--- config.mk ---
export PLATFORM = sky130hd
export DESIGN_NAME = key_bounce_gen
export DESIGN_NICKNAME = d
export VERILOG_FILES = /design/src/rtl/key_bounce_gen.sv
export SDC_FILE = /design/constraint.sdc
export NUM_CORES = 1
export LEC_CHECK = 0
export ABC_AREA = 1
export CORE_MARGIN = 2
export CORE_UTILIZATION = 55
export DETAILED_ROUTE_END_ITERATION = 10
export PLACE_DENSITY = 0.82
export SYNTH_ARGS = -nofsm -noshare
export SYNTH_HDL_FRONTEND = slang
export SYNTH_SLANG_ARGS = --single-unit
--- constraint.sdc ---
create_clock -name clk -period 1.64 [get_ports clk]
set_input_delay 0.328 -clock clk [delete_from_list [all_inputs] [get_ports clk]]
set_output_delay 0.328 -clock clk [all_outputs]
set_load 0.05 [all_outputs]
--- src/rtl/key_bounce_gen.sv ---
// key_bounce_gen: emulates one mechanical key press/release waveform on key_n
// (active-low, idle high) for each accepted press_req.
// Optional feature macro: KEY_BOUNCE_GEN_BOUNCE_EN. When defined, the press and
// release phases bounce with LFSR-timed toggles; when undefined, each bounce
// phase is a single clean cycle and the LFSR is not built.
module key_bounce_gen #(
    parameter int          BOUNCE_TOGGLES = 4,
    parameter int          GAP_BITS       = 4,
    parameter logic [15:0] SEED           = 16'hACE1
) (
    input  logic        clk,
    input  logic        rst_n,
    input  logic        press_req,
    input  logic [19:0] hold_cycles,
    output logic        key_n,
    output logic        busy,
    output logic        done
);

    // Refuse to elaborate with an unusable parameter set.
    if ((BOUNCE_TOGGLES < 2) || (BOUNCE_TOGGLES > 14) || ((BOUNCE_TOGGLES % 2) != 0) ||
        (GAP_BITS < 1) || (GAP_BITS > 8) || (SEED == 16'h0000)) begin : g_bad_params
        $error("key_bounce_gen: illegal parameter set");
    end

    localparam logic [19:0] HOLD_ONE = 20'd1;

    typedef enum logic [1:0] {
        IDLE,
        PRESS_BOUNCE,
        HOLD,
        RELEASE_BOUNCE
    } state_t;

    state_t      state_q;
    logic        key_q;
    logic        busy_q;
    logic        done_q;
    logic [19:0] hold_cnt_q;
    logic [19:0] hold_load;

    // A zero hold request still produces a one-cycle stable-low segment.
    assign hold_load = (hold_cycles == 20'd0) ? HOLD_ONE : hold_cycles;

`ifdef KEY_BOUNCE_GEN_BOUNCE_EN
    localparam int             GW      = GAP_BITS + 1;
    localparam logic [3:0]     TOGGLES = 4'(BOUNCE_TOGGLES);
    localparam logic [GW-1:0]  GAP_ONE = GW'(1);

    logic [15:0]   lfsr_q;
    logic [15:0]   lfsr_d;
    logic [GW-1:0] gap_cnt_q;
    logic [GW-1:0] gap_load;
    logic [3:0]    tog_cnt_q;

    // Galois step for x^16+x^14+x^13+x^11+1, shifting towards bit 0.
    always_comb begin
        lfsr_d = lfsr_q >> 1;
        if (lfsr_q[0]) begin
            lfsr_d = lfsr_d ^ 16'hB400;
        end
    end

    // Gap length is 1..2^GAP_BITS cycles, drawn from the current LFSR value.
    assign gap_load = GW'(lfsr_q[GAP_BITS-1:0]) + GAP_ONE;

    // Free-running LFSR, advancing every cycle regardless of state.
    always_ff @(posedge clk) begin
        if (!rst_n) begin
            lfsr_q <= SEED;
        end else begin
            lfsr_q <= lfsr_d;
        end
    end
`endif

    // Waveform sequencer with registered key_n/busy/done.
    always_ff @(posedge clk) begin
        if (!rst_n) begin
            state_q    <= IDLE;
            key_q      <= 1'b1;
            busy_q     <= 1'b0;
            done_q     <= 1'b0;
            hold_cnt_q <= 20'd0;
`ifdef KEY_BOUNCE_GEN_BOUNCE_EN
            gap_cnt_q  <= '0;
            tog_cnt_q  <= 4'd0;
`endif
        end else begin
            done_q <= 1'b0;
            case (state_q)
                IDLE: begin
                    if (press_req) begin
                        hold_cnt_q <= hold_load;
                        busy_q     <= 1'b1;
                        state_q    <= PRESS_BOUNCE;
`ifdef KEY_BOUNCE_GEN_BOUNCE_EN
                        gap_cnt_q  <= gap_load;
                        tog_cnt_q  <= 4'd0;
`endif
                    end
                end
                PRESS_BOUNCE: begin
`ifdef KEY_BOUNCE_GEN_BOUNCE_EN
                    if (gap_cnt_q == GAP_ONE) begin
                        gap_cnt_q <= gap_load;
                        if (tog_cnt_q < TOGGLES) begin
                            key_q     <= ~key_q;
                            tog_cnt_q <= tog_cnt_q + 4'd1;
                        end else begin
                            // Bounce finished: settle low for the hold.
                            key_q   <= 1'b0;
                            state_q <= HOLD;
                        end
                    end else begin
                        gap_cnt_q <= gap_cnt_q - GAP_ONE;
                    end
`else
                    key_q   <= 1'b0;
                    state_q <= HOLD;
`endif
                end
                HOLD: begin
                    if (hold_cnt_q == HOLD_ONE) begin
                        // Leaving hold counts as the first release transition,
                        // which keeps the stable-low segment exactly hold long.
                        key_q      <= 1'b1;
                        hold_cnt_q <= 20'd0;
                        state_q    <= RELEASE_BOUNCE;
`ifdef KEY_BOUNCE_GEN_BOUNCE_EN
                        gap_cnt_q  <= gap_load;
                        tog_cnt_q  <= 4'd1;
`endif
                    end else begin
                        hold_cnt_q <= hold_cnt_q - HOLD_ONE;
                    end
                end
                RELEASE_BOUNCE: begin
`ifdef KEY_BOUNCE_GEN_BOUNCE_EN
                    if (gap_cnt_q == GAP_ONE) begin
                        gap_cnt_q <= gap_load;
                        if (tog_cnt_q < TOGGLES) begin
                            key_q     <= ~key_q;
                            tog_cnt_q <= tog_cnt_q + 4'd1;
                        end else begin
                            key_q   <= 1'b1;
                            done_q  <= 1'b1;
                            busy_q  <= 1'b0;
                            state_q <= IDLE;
                        end
                    end else begin
                        gap_cnt_q <= gap_cnt_q - GAP_ONE;
                    end
`else
                    key_q   <= 1'b1;
                    done_q  <= 1'b1;
                    busy_q  <= 1'b0;
                    state_q <= IDLE;
`endif
                end
                default: begin
                    state_q <= IDLE;
                end
            endcase
        end
    end

    assign key_n = key_q;
    assign busy  = busy_q;
    assign done  = done_q;

endmodule

# ---- After elaboration in Yosys (flattened, before gate mapping)
# Index checks and enable logic that the tools add are counted.
dict set report word_totals {
  regBits 25
  latchBits 0
  inputBits 23
  elab_cells 33
  mem_bits_ro 0
  memories 0
  out_inout_bits 3
  ramBits 0
}
dict set report classes {
  div 0
  n_eq_ne 6
  shifts 0
  add_sub_neg 1
  n_lt_le_gt_ge 0
  multipliers 0
  n_bitwise 0
  muxes 12
  reduce_logical 9
}
# op n
set op_table {}
lappend op_table {{$mux 20} 3}
lappend op_table {{$pmux 20 s2} 1}
lappend op_table {{$eq 20x1->1 const B} 1}
lappend op_table {{$logic_not 20->1} 1}
lappend op_table {{$sub 20x1->20 const B} 1}
lappend op_table {{$pmux 2 s4} 1}
lappend op_table {{$reduce_and 2->1} 4}
lappend op_table {{$eq 2x2->1 const B} 2}
lappend op_table {{$mux 2} 2}
lappend op_table {{$ne 2x2->1 const B} 2}
lappend op_table {{$reduce_bool 2->1} 2}
lappend op_table {{$mux 1} 3}
lappend op_table {{$pmux 1 s3} 1}
lappend op_table {{$reduce_bool 3->1} 1}
lappend op_table {{$eq 2x1->1 const B} 1}
lappend op_table {{$logic_not 2->1} 1}
lappend op_table {{$pmux 1 s2} 1}

# ---- Longest topological paths before layout
# Gate-level depths: netlist of run 1.
dict set report logic_depth {
  word_depth 4
  mapped_depth 11
  depth_no_buf 11
}

# ---- Worst setup path before layout of run 1
# Ideal clock, no wire load.
dict set report synth_timing {
  path_kind {register to register}
  startpoint {register state_q[0]}
  endpoint {register hold_cnt_q[13]}
  t_arrival_ps 1312
  path_slack_ps 206
  required_time_ps 1518
  stages_incl_launch_ff 9
  synth_period_minus_slack_ps 1434
  setup_time_ps 122
  path_cell_list {dfxtp_1 > inv_1 > ha_1 > inv_2 > o21ai_4 > inv_2 > buf_6 > a21oi_1 > a21oi_2}
}
dict set report synth_via {
  elab_chain_len 3
  word_cells_on_any_way 6
}
# item line_no
set synth_lines {}
lappend synth_lines {{from (decl)} 35} ;# state_t state_q;
lappend synth_lines {{from (signal assigned)} 80} ;# state_q <= IDLE;
lappend synth_lines {{from (signal assigned)} 96} ;# state_q <= PRESS_BOUNCE;
lappend synth_lines {{from (signal assigned)} 120} ;# state_q <= HOLD;
lappend synth_lines {{$eq 2x2->1 or $logic_not 2->1 (tied branches)} 91} ;# case (state_q)
lappend synth_lines {{$reduce_bool 2->1 (no line) or $ne 2x2->1 (tied branches)} --}
lappend synth_lines {{$reduce_and 2->1 (no line)} --}
lappend synth_lines {{to (signal assigned)} 94} ;# hold_cnt_q <= hold_load;
lappend synth_lines {{to (signal assigned)} 135} ;# hold_cnt_q <= hold_cnt_q - HOLD_ONE;
lappend synth_lines {{to (decl)} 39} ;# logic [19:0] hold_cnt_q;
# Parallel ways exist; a longest one is shown, timed or not.
# A chain may end at the register's enable or synchronous reset.

# ---- Final worst setup path of run 1
dict set report layout_timing {
  startpoint {register hold_cnt_q[0]}
  endpoint {register hold_cnt_q[16]}
}
dict set report layout_via {
  elab_chain_len 3
  word_cells_on_any_way 4
}
# item line_no
set layout_lines {}
lappend layout_lines {{$sub 20x1->20 or $eq 20x1->1 (tied branches)} {135, 124}}
lappend layout_lines {{$mux 20 *} 124} ;# if (hold_cnt_q == HOLD_ONE) begin
lappend layout_lines {{$pmux 20 s2 *} 91}
# Every way passes the cells marked *; elsewhere a longest branch is shown, timed or not.

==> impl_metrics.tcl, run 1 <==
set metrics [dict create \
    status "completed" \
    cts-root-buf "clkbuf_4" \
    crit_fanout 5 \
    ys_types 35 \
    synth_top_family_by_area "simple AND/OR/NAND/NOR gates" \
    synth_nets 299 \
    viasPerCell 5.24 \
    rr_endpoint "hold_cnt_q[16]$_SDFFE_PN0P_" \
    cts_resized 0 \
    rsz0062_at_grt "no" \
    crit_required_ns 1.93 \
    syn_area_mm2 0.00185 \
    start_util_pct 56.2 \
    rows 21 \
    via_count 1796 \
    cts_buffers 3 \
    worstPathBufferInverterCount 1 \
    postCtsHoldBufs 0 \
    whs_endpoint "key_n$_SDFFE_PN1P_" \
    ant_nets 0 \
    synth_edf_count 0 \
    cts_setup_buffers 0 \
    yosysTopAreaCellShare_pct 27.1 \
    gr-total-overflow 0 \
    fin_crit_ns 1.48 \
    critPathMaxStageDelay_ns 0.36 \
    yosysWarnings 0 \
    ys_seq_elements 25 \
    netlist_top_cells_area "dfxtp_1, nand2_1, a21oi_1" \
    numPortBuffers 25 \
    critPathSlowestCell "dfxtp_1" \
    routedWlPerCell_um 12.6 \
    powerDensity_mw_per_mm2 1300 \
    cts.sinks 25 \
    synthMuxAreaShare_pct 0 \
    hold_path.startpoint "key_n$_SDFFE_PN1P_" \
    area_delta_synth_final_pct 17.8 \
    drive_gt1_share_pct 18.9 \
    fin_area_mm2 0.00218 \
    cp.arrival_ns 1.77 \
    cp_top_family "simple AND/OR/NAND/NOR gates" \
    reg2reg_setup_slack_ns 0.16 \
    instances_no_fill 343 \
    cts_tree "built" \
    rr_startpoint "hold_cnt_q[0]$_SDFFE_PN0P_" \
    synthAdderAreaFrac_pct 3.39 \
    finalSetupTns_ns 0 \
    synth_area_leader_cell "dfxtp_1" \
    ys.flop_type "dfxtp_1" \
    maxCapViolations 0 \
    grt_max_degree 21 \
    worst_slew_pin_slew_ns 0.247 \
    gp_congestion 0.863 \
    drc 0 \
    reg2regPathDepth 8 \
    pin_count 26 \
    n_antenna_cell 0 \
    crit_path_cell_trace "inv_1, ha_1, nand2_2, nor2_4, nand2_1, xor2_1, nand2_2, a21oi_2" \
    grt_pass1_vias 1577 \
    drv_slew 0 \
    antenna_found_initial 0 \
    fp.dieH_um 61.9 \
    clk_path_buf_depth 2 \
    post-route-period-util_pct 90.5 \
    dp_hpwl_um 3250 \
    syn_inst 271 \
    async_flop_share_pct 0 \
    p_leak_nw 0.933 \
    clk_pin_slew_worst_paths_ns 0.15 \
    hold_viol 0 \
    min_path_type "reg2reg" \
    synth.avg_cell_area_um2 6.81 \
    drt_iter0_markers 118 \
    whs_path_depth 2 \
    num-fill-cells 318 \
    grt_pass1_wl_um 6730 \
    mostFrequentLayoutCells "nand2_1, nor2_1, a21oi_1" \
    final_common_cell "nand2_1" \
    fmax_ghz 0.674 \
    nNetsFinal 326 \
    critPathCaptureType "register" \
    ir_drop_uv 645 \
    fin_total_pwr_mw 2.83 \
    htreeDepth 1 \
    final_util_pct 66.2 \
    drtPass1Iterations 4 \
    worstSetupStartpoint "hold_cnt_q[0]$_SDFFE_PN0P_" \
    place_area_mm2 0.00214 \
    core_mm2 0.00328 \
    post-place-cells 339 \
    synth-simple-area-share_pct 35.4 \
    clk_latency_ns 0.34 \
    worst-setup-path-type "reg2reg" \
    synth-xor-area-share_pct 3.73 \
    drt_wl_total_um 4320 \
    die_width_um 61.9 \
    fp.dieArea_mm2 0.00384 \
    synth_compound_area_share_pct 21.5 \
    relSlewSlack_pct 83.4 \
    cp-start-kind "register" \
    grt.total_usage_pct 23.8 \
    setup_violations 0 \
    ys_seq_area_share_pct 27.1 \
    cp_common_cell "nand2_2" \
    fin_skew_ns 0.00508 \
]
## stage by stage
step / setup WS [ns] / hold slack, ns
global placement: 0.0495 / 0.458
CTS: 0.0181 / 0.506
floorplan: 0.206 / 0.455
global route: 0.0290 / 0.526
finish: 0.156 / 0.502
detailed placement: -0.0197 / 0.471
## synthesized netlist by cell type (2+ instances only)
| cell | number |
|---|---|
| o21ai_0 | 16 |
| nor2_1 | 32 |
| a21oi_2 | 10 |
| ha_1 | 5 |
| buf_2 | 4 |
| nand3_2 | 4 |
| nand3b_1 | 2 |
| o21ai_1 | 9 |
| nor2_4 | 3 |
| xor2_1 | 5 |
| dfxtp_1 | 25 |
| a21oi_1 | 26 |
| nand2_2 | 10 |
| inv_2 | 2 |
| inv_1 | 24 |
| nand4_1 | 2 |
| nor2_2 | 8 |
| or2_1 | 2 |
| nand3_1 | 16 |
| clkbuf_1 | 2 |
| a21o_1 | 2 |
| nand2_1 | 49 |
## report_power, final
group | switching (mW) | internal, mW
Combinational | 1.03 | 0.584
Clock | 0.209 | 0.0919
Sequential | 0.162 | 0.753
## sequential cells by signal (all words and copies together), names as in the netlist
name,count
busy,1
done,1
hold_cnt_q,20
key_n,1
state_q,2
## layer usage
metal  part of all wire [%]  GRT usage, %
met2                     49          40.5
met3                    4.9          4.76
met1                     44          29.3
met4                    1.4          9.42
met5                      0             0
## final cells by class
| cell class | count | area [um2] | share of cell area (%) |
|---|---|---|---|
| Multi-Input combinational cell | 211 | 1190 | 54.6 |
| Sequential cell | 25 | 500 | 23.0 |
| Timing Repair Buffer | 30 | 293 | 13.5 |
| Inverter | 27 | 109 | 5.00 |
| Tap cell | 46 | 57.6 | 2.65 |
| Clock buffer | 3 | 22.5 | 1.04 |
| Clock inverter | 1 | 5.00 | 0.230 |
## cell families after synthesis
kind of cell	Yosys count
xor+xnor	7
fa+ha+maj	5
flops	25
simple gates	132
compound gates	67
buf+inv	35
## worst reg2reg max path, cell delays in order, from the launching register on
cell and delay (ns):
dfxtp_1 0.36, inv_1 0.10, ha_1 0.21, nand2_2 0.14
nor2_4 0.19, nand2_1 0.09, xor2_1 0.18, nand2_2 0.07
a21oi_2 0.10
## worst max path at each step
stage	to	slack [ns]	cells after the start
2_1_floorplan	hold_cnt_q[13]$_SDFFE_PN0P_	0.21	8
3_3_place_gp	hold_cnt_q[3]$_SDFFE_PN0P_	0.05	8
3_5_place_dp	hold_cnt_q[3]$_SDFFE_PN0P_	-0.02	8
4_1_cts	hold_cnt_q[3]$_SDFFE_PN0P_	0.02	9
5_1_grt	hold_cnt_q[3]$_SDFFE_PN0P_	0.03	9
6_report	hold_cnt_q[16]$_SDFFE_PN0P_	0.16	8
Note: power is estimated with default switching activity, not from simulation.
==> run 2, diff against run 1 <==
--- a/config.mk
+++ b/config.mk
@@ -7,9 +7,9 @@
 export LEC_CHECK = 0
 export ABC_AREA = 1
 export CORE_MARGIN = 2
-export CORE_UTILIZATION = 55
+export CORE_UTILIZATION = 44
 export DETAILED_ROUTE_END_ITERATION = 10
-export PLACE_DENSITY = 0.82
+export PLACE_DENSITY = 0.69
 export SYNTH_ARGS = -nofsm -noshare
 export SYNTH_HDL_FRONTEND = slang
 export SYNTH_SLANG_ARGS = --single-unit
==> run 2 against run 1 <==
Global-route usage fell by 2.2 points. Die area grew 23%. Cell count increased by 1.2%. Clock skew shrank 0.00057 ns. Critical endpoint is now hold_cnt_q[4]$_SDFFE_PN0P_. Critical path type unchanged. Worst hold slack got worse by 0.015 ns. Routed wire length increased by 2.7%. Power up 2.8%. Combinational power about the same. Sequential share of layout area is 0.21 points lower. Non-clock buffer count unchanged. Setup slack lost 0.025 ns.
==> impl_metrics.tcl, run 2 (synthesis gave the netlist of run 1 again) <==
set metrics [dict create \
    final_util_pct 54.5 \
    fp.dieArea_mm2 0.00473 \
    antenna_found_initial 0 \
    top_register "hold_cnt_q" \
    gp_congestion 0.844 \
    viasPerCell 5.03 \
    rows 23 \
    largest_register_ffs 20 \
    multi_input_area_mm2 0.00119 \
    critPathMaxStageDelay_ns 0.36 \
    finalSetupTns_ns 0 \
    fp.dieH_um 68.8 \
    rsz0062_at_grt "no" \
    cts.sinks 25 \
    p_leak_nw 0.939 \
    cp-start-kind "register" \
    routedWlPerCell_um 12.8 \
    gr-total-overflow 0 \
    final_common_cell "nand2_1" \
    comb_power_share_pct 55.0 \
    via_count 1746 \
    switching_share_pct 48.2 \
    critPathSlowestCell "dfxtp_1" \
    pwr-share-clk_pct 13.5 \
    fin_skew_ns 0.00451 \
    relSlewSlack_pct 83.4 \
    postCtsHoldBufs 0 \
    grt_pass1_vias 1682 \
    dp_hpwl_um 3300 \
    p_sw_mw 1.40 \
    mostFrequentLayoutCells "nand2_1, nor2_1, a21oi_1" \
    drt_iter0_markers 96 \
    area_delta_synth_final_pct 18.9 \
    post-place-cells 343 \
    crit_path_cell_trace "inv_1, ha_1, nand2_1, o21ai_4, inv_4, o21ai_1, o21ai_1, nand2_1, a21oi_1" \
    clk_pin_slew_worst_paths_ns 0.09 \
    start_util_pct 45.8 \
    core_mm2 0.00403 \
    nNetsFinal 326 \
    worst_slew_pin_slew_ns 0.249 \
    pin_count 26 \
    post-route-period-util_pct 92.0 \
    powerDensity_mw_per_mm2 1330 \
    instances_no_fill 347 \
    setup_violations 0 \
    n_antenna_cell 0 \
    fin_crit_ns 1.51 \
    clk_path_buf_depth 2 \
    num-fill-cells 417 \
    grt.total_usage_pct 21.6 \
    drtPass1Iterations 4 \
    ir_drop_uv 561 \
    worst_slack_ns 0.131 \
    drt_wl_total_um 4440 \
    fin_area_mm2 0.00220 \
    die_width_um 68.8 \
    grt_pass1_wl_um 7620 \
    cts_buffers 3 \
    clk_latency_ns 0.28 \
    cp_top_family "compound AO/OA/AOI/OAI gates" \
    worstPathBufferInverterCount 2 \
    p_seq_share_pct 31.5 \
    p_int_mw 1.51 \
    crit_fanout 17 \
    drv_slew 0 \
    fmax_ghz 0.663 \
    maxCapViolations 0 \
    min_path_type "reg2reg" \
    largestRegisters "hold_cnt_q (20), state_q (2)" \
    htreeDepth 1 \
    cts-root-buf "clkbuf_8" \
    cts_tree "built" \
    numPortBuffers 25 \
    drive_gt1_share_pct 18.2 \
    place_area_mm2 0.00214 \
    pre_cts_slack_ns -0.00873 \
    final-seq-area_um2 500 \
    hold_viol 0 \
    cp.arrival_ns 1.72 \
    grt_max_degree 21 \
    whs_ns 0.487 \
    critPathCaptureType "register" \
    ant_nets 0 \
    fin_total_pwr_mw 2.91 \
    status "completed" \
    drc 0 \
    worst-setup-path-type "reg2reg" \
    crit_required_ns 1.85 \
]
## run 2: cell types whose count changed in the layout (fill, tap and decap cells not counted)
cell and delta:
clkbuf_8 +3, ha_2 -1, clkbuf_4 -3, clkinv_2 -1, clkbuf_1 +1, ha_1 +1
## run 2: worst min-delay path, delay by kind of cell (launching register included)
family          cells  cell delay [ns]
flops               1             0.33
simple gates        1             0.06
compound gates      1             0.05
## run 2: worst paths after layout
kind                            cells past startpoint                    endpoint                    start  slack, ns
worst max-delay path                                9  hold_cnt_q[4]$_SDFFE_PN0P_  state_q[0]$_SDFFE_PN0P_       0.13
worst min-delay path                                2     state_q[0]$_SDFFE_PN0P_  state_q[0]$_SDFFE_PN0P_       0.49
worst max register to register                      9  hold_cnt_q[4]$_SDFFE_PN0P_  state_q[0]$_SDFFE_PN0P_       0.13
worst min register to register                      2     state_q[0]$_SDFFE_PN0P_  state_q[0]$_SDFFE_PN0P_       0.49
## run 2: layout make-up
| cell class | instances | share of cell area [%] |
|---|---|---|
| Clock buffer | 4 | 2.05 |
| Inverter | 27 | 4.96 |
| Multi-Input combinational cell | 211 | 54.0 |
| Sequential cell | 25 | 22.8 |
| Tap cell | 50 | 2.85 |
| Timing Repair Buffer | 30 | 13.3 |
## run 2: what timing repair did
item,CTS,global route
endpoints found under the hold margin,0,0
resized for setup,0,3
endpoints found under the setup margin,0,3
setup buffers,0,0
## run 2: metal layers
metal	GRT usage (%)	routed length [um]	up-vias
met3	3.90	194	3
met2	38.3	2120	37
met4	3.68	19	0
met5	0	0	-
met1	27.4	2110	773
li1	-	-	933
## run 2: power groups by stage
stage          clock, mW  combinational (mW)  sequential [mW]
3_5_place_dp           0                1.59            0.928
5_1_grt            0.419                1.83            0.939
4_1_cts            0.414                1.59            0.915
3_3_place_gp           0                1.57            0.925
2_1_floorplan          0                1.23            0.938
6_report           0.391                1.60            0.918
==> run 3, diff against run 2 <==
--- a/config.mk
+++ b/config.mk
@@ -5,11 +5,10 @@
 export SDC_FILE = /design/constraint.sdc
 export NUM_CORES = 1
 export LEC_CHECK = 0
-export ABC_AREA = 1
 export CORE_MARGIN = 2
 export CORE_UTILIZATION = 44
 export DETAILED_ROUTE_END_ITERATION = 10
-export PLACE_DENSITY = 0.69
+export PLACE_DENSITY = 0.7
 export SYNTH_ARGS = -nofsm -noshare
 export SYNTH_HDL_FRONTEND = slang
 export SYNTH_SLANG_ARGS = --single-unit
==> run 3 against run 2 <==
Routed wire length rose by 24%. The flow now finishes with violations (negative setup slack). Sequential power up 12%. Power is 85% higher. Critical endpoint is now hold_cnt_q[19]$_SDFFE_PN0P_.
==> impl_metrics.tcl, run 3 <==
set metrics [dict create \
    worst_slew_pin_slew_ns 0.420 \
    p_leak_nw 1.16 \
    cts_tree "built" \
    cp_top_family "simple AND/OR/NAND/NOR gates" \
    powerDensity_mw_per_mm2 1990 \
    p_sw_mw 2.33 \
    critPathCaptureType "register" \
    instances_no_fill 357 \
    critPathMaxStageDelay_ns 0.39 \
    fin_skew_ns 0.00188 \
    ys_seq_area_share_pct 30.8 \
    pwr-share-clk_pct 7.1 \
    grt_max_degree 16 \
    synth.top_cells.by_count "a21oi_1, dfxtp_1, nand2_1, nor2_1" \
    setup_violations 21 \
    rows 22 \
    dp_hpwl_um 4010 \
    drive_gt1_share_pct 39.2 \
    numPortBuffers 25 \
    top_register "hold_cnt_q" \
    cts.sinks 25 \
    largestRegisters "hold_cnt_q (20), state_q (2)" \
    netlist_top_cells_area "dfxtp_1, a21oi_1, nand2_1" \
    syn_area_mm2 0.00163 \
    fin_total_pwr_mw 5.37 \
    htreeDepth 1 \
    yosysTopAreaCellShare_pct 30.8 \
    ant_nets 0 \
    postCtsHoldBufs 0 \
    fp.dieH_um 64.8 \
    core_mm2 0.00361 \
    mostFrequentLayoutCells "buf_4, a21oi_1, clkdlybuf4s50_1" \
    largest_register_ffs 20 \
    ys_seq_elements 25 \
    grt_pass1_wl_um 8890 \
    fmax_ghz 0.566 \
    drtPass1Iterations 5 \
    synth.avg_cell_area_um2 7.64 \
    yosysMostFrequentCell "a21oi_1" \
    status "finished, violations left" \
    grt.total_usage_pct 27.2 \
    gr-total-overflow 0 \
    area_delta_synth_final_pct 65.8 \
    worstPathBufferInverterCount 0 \
    n_antenna_cell 0 \
    syn_inst 213 \
    gp_congestion 0.938 \
    hold_viol 0 \
    num-fill-cells 271 \
    p_int_mw 3.04 \
    relSlewSlack_pct 71.7 \
    start_util_pct 45.1 \
    clk_pin_slew_worst_paths_ns 0.09 \
    viasPerCell 5.76 \
    maxCapViolations 0 \
    ys.flop_type "dfxtp_1" \
    pre_cts_slack_ns -0.282 \
    crit_required_ns 1.84 \
    drc 0 \
    ir_drop_uv 1120 \
    synth_edf_count 0 \
    pin_count 26 \
    post-place-cells 349 \
    cp.arrival_ns 1.97 \
    fin_crit_ns 1.77 \
    crit_fanout 4 \
    whs_ns 0.462 \
    worst_slack_ns -0.126 \
    post-route-period-util_pct 108 \
    drt_iter0_markers 229 \
    yosysWarnings 0 \
    synth_nets 241 \
    min_path_type "reg2reg" \
    synth_area_leader_cell "dfxtp_1" \
    via_count 2055 \
    cts_buffers 3 \
    worst-setup-path-type "reg2reg" \
    drt_wl_total_um 5500 \
    antenna_found_initial 0 \
    drv_slew 0 \
    final_common_cell "buf_4" \
    rsz0062_at_grt "yes" \
    grt_pass1_vias 1994 \
    async_flop_share_pct 0 \
    cts-root-buf "clkbuf_8" \
    cp-start-kind "register" \
    crit_path_cell_trace "nor4_4, nand3_2, or3_4, o32a_1, o22ai_1" \
    clk_path_buf_depth 2 \
    critPathSlowestCell "or3_4" \
    p_seq_share_pct 19.3 \
    violations "negative setup slack" \
    die_width_um 64.8 \
    routedWlPerCell_um 15.4 \
    clk_latency_ns 0.27 \
    nNetsFinal 338 \
    fp.dieArea_mm2 0.00420 \
    ys_types 47 \
    switching_share_pct 43.4 \
    comb_power_share_pct 73.6 \
]
run 3: cell types whose count changed in the layout (fill, tap and decap cells not counted), sizes merged, moves of 10 or more:
cell,previous run,this run
buf,8,81
inv,27,10
nand2,60,20
nand3,21,6
nor2,43,19
nor4,0,10
o21ai,26,12
run 3: worst min-delay path, cell delays in order, from the launching register on:
cell     delay (ns)
dfxtp_1        0.32
nand2_1        0.05
a21oi_1        0.05
run 3: final timing paths:
path	startpoint	to	slack (ns)	cells past startpoint
min	busy$_SDFFE_PN0P_	busy$_SDFFE_PN0P_	0.46	2
min reg2reg	busy$_SDFFE_PN0P_	busy$_SDFFE_PN0P_	0.46	2
max	hold_cnt_q[8]$_SDFFE_PN0P_	hold_cnt_q[19]$_SDFFE_PN0P_	-0.13	5
max reg2reg	hold_cnt_q[8]$_SDFFE_PN0P_	hold_cnt_q[19]$_SDFFE_PN0P_	-0.13	5
run 3: final cells by class:
| type | instances | area, um2 | share of cell area (%) |
|---|---|---|---|
| Sequential cell | 25 | 508 | 18.8 |
| Tap cell | 48 | 60.1 | 2.23 |
| Timing Repair Buffer | 103 | 840 | 31.1 |
| Multi-Input combinational cell | 167 | 1210 | 44.7 |
| Inverter | 10 | 37.5 | 1.39 |
| Clock buffer | 4 | 45.0 | 1.67 |
run 3: timing repair:
item,CTS,global route
setup endpoints to repair,22,23
pin swaps,7,6
resized for setup,19,11
buffers inserted,4,0
run 3: power groups by stage:
stage	Clock, mW	Combinational (mW)	Sequential [mW]
after floorplan	0	1.77	1.11
after global placement	0	3.44	1.01
after detailed placement	0	3.48	1.02
after CTS	0.384	3.77	1.02
after global routing	0.418	4.26	1.07
final	0.382	3.96	1.03
run 3: cells by family (layout without fill, tap and decap cells):
| family | Yosys count | in the layout | synth area share, % |
|---|---|---|---|
| buf+inv | 21 | 117 | 4.85 |
| flops | 25 | 25 | 30.8 |
| compound gates | 75 | 75 | 30.0 |
| fa+ha+maj | 5 | 5 | 3.85 |
| simple gates | 83 | 83 | 27.9 |
| mux | 4 | 4 | 2.62 |
run 3: stage by stage:
step	utilization (%)	setup TNS, ns	area (um2)
floorplan	-	-0.243	1680
global placement	69.1	-3.04	2490
detailed placement	69.1	-3.82	2490
CTS	73.4	-1.52	2650
global route	74.8	-3.28	2700
finish	74.8	-1.49	2700
run 3: per-layer routing:
| metal | track usage (%) | wire length [um] | vias up |
|---|---|---|---|
| li1 | - | - | 1002 |
| met3 | 3.13 | 291 | 14 |
| met5 | 0 | 0 | - |
| met1 | 33.2 | 2330 | 954 |
| met4 | 11.4 | 119 | 0 |
| met2 | 47.9 | 2770 | 85 |
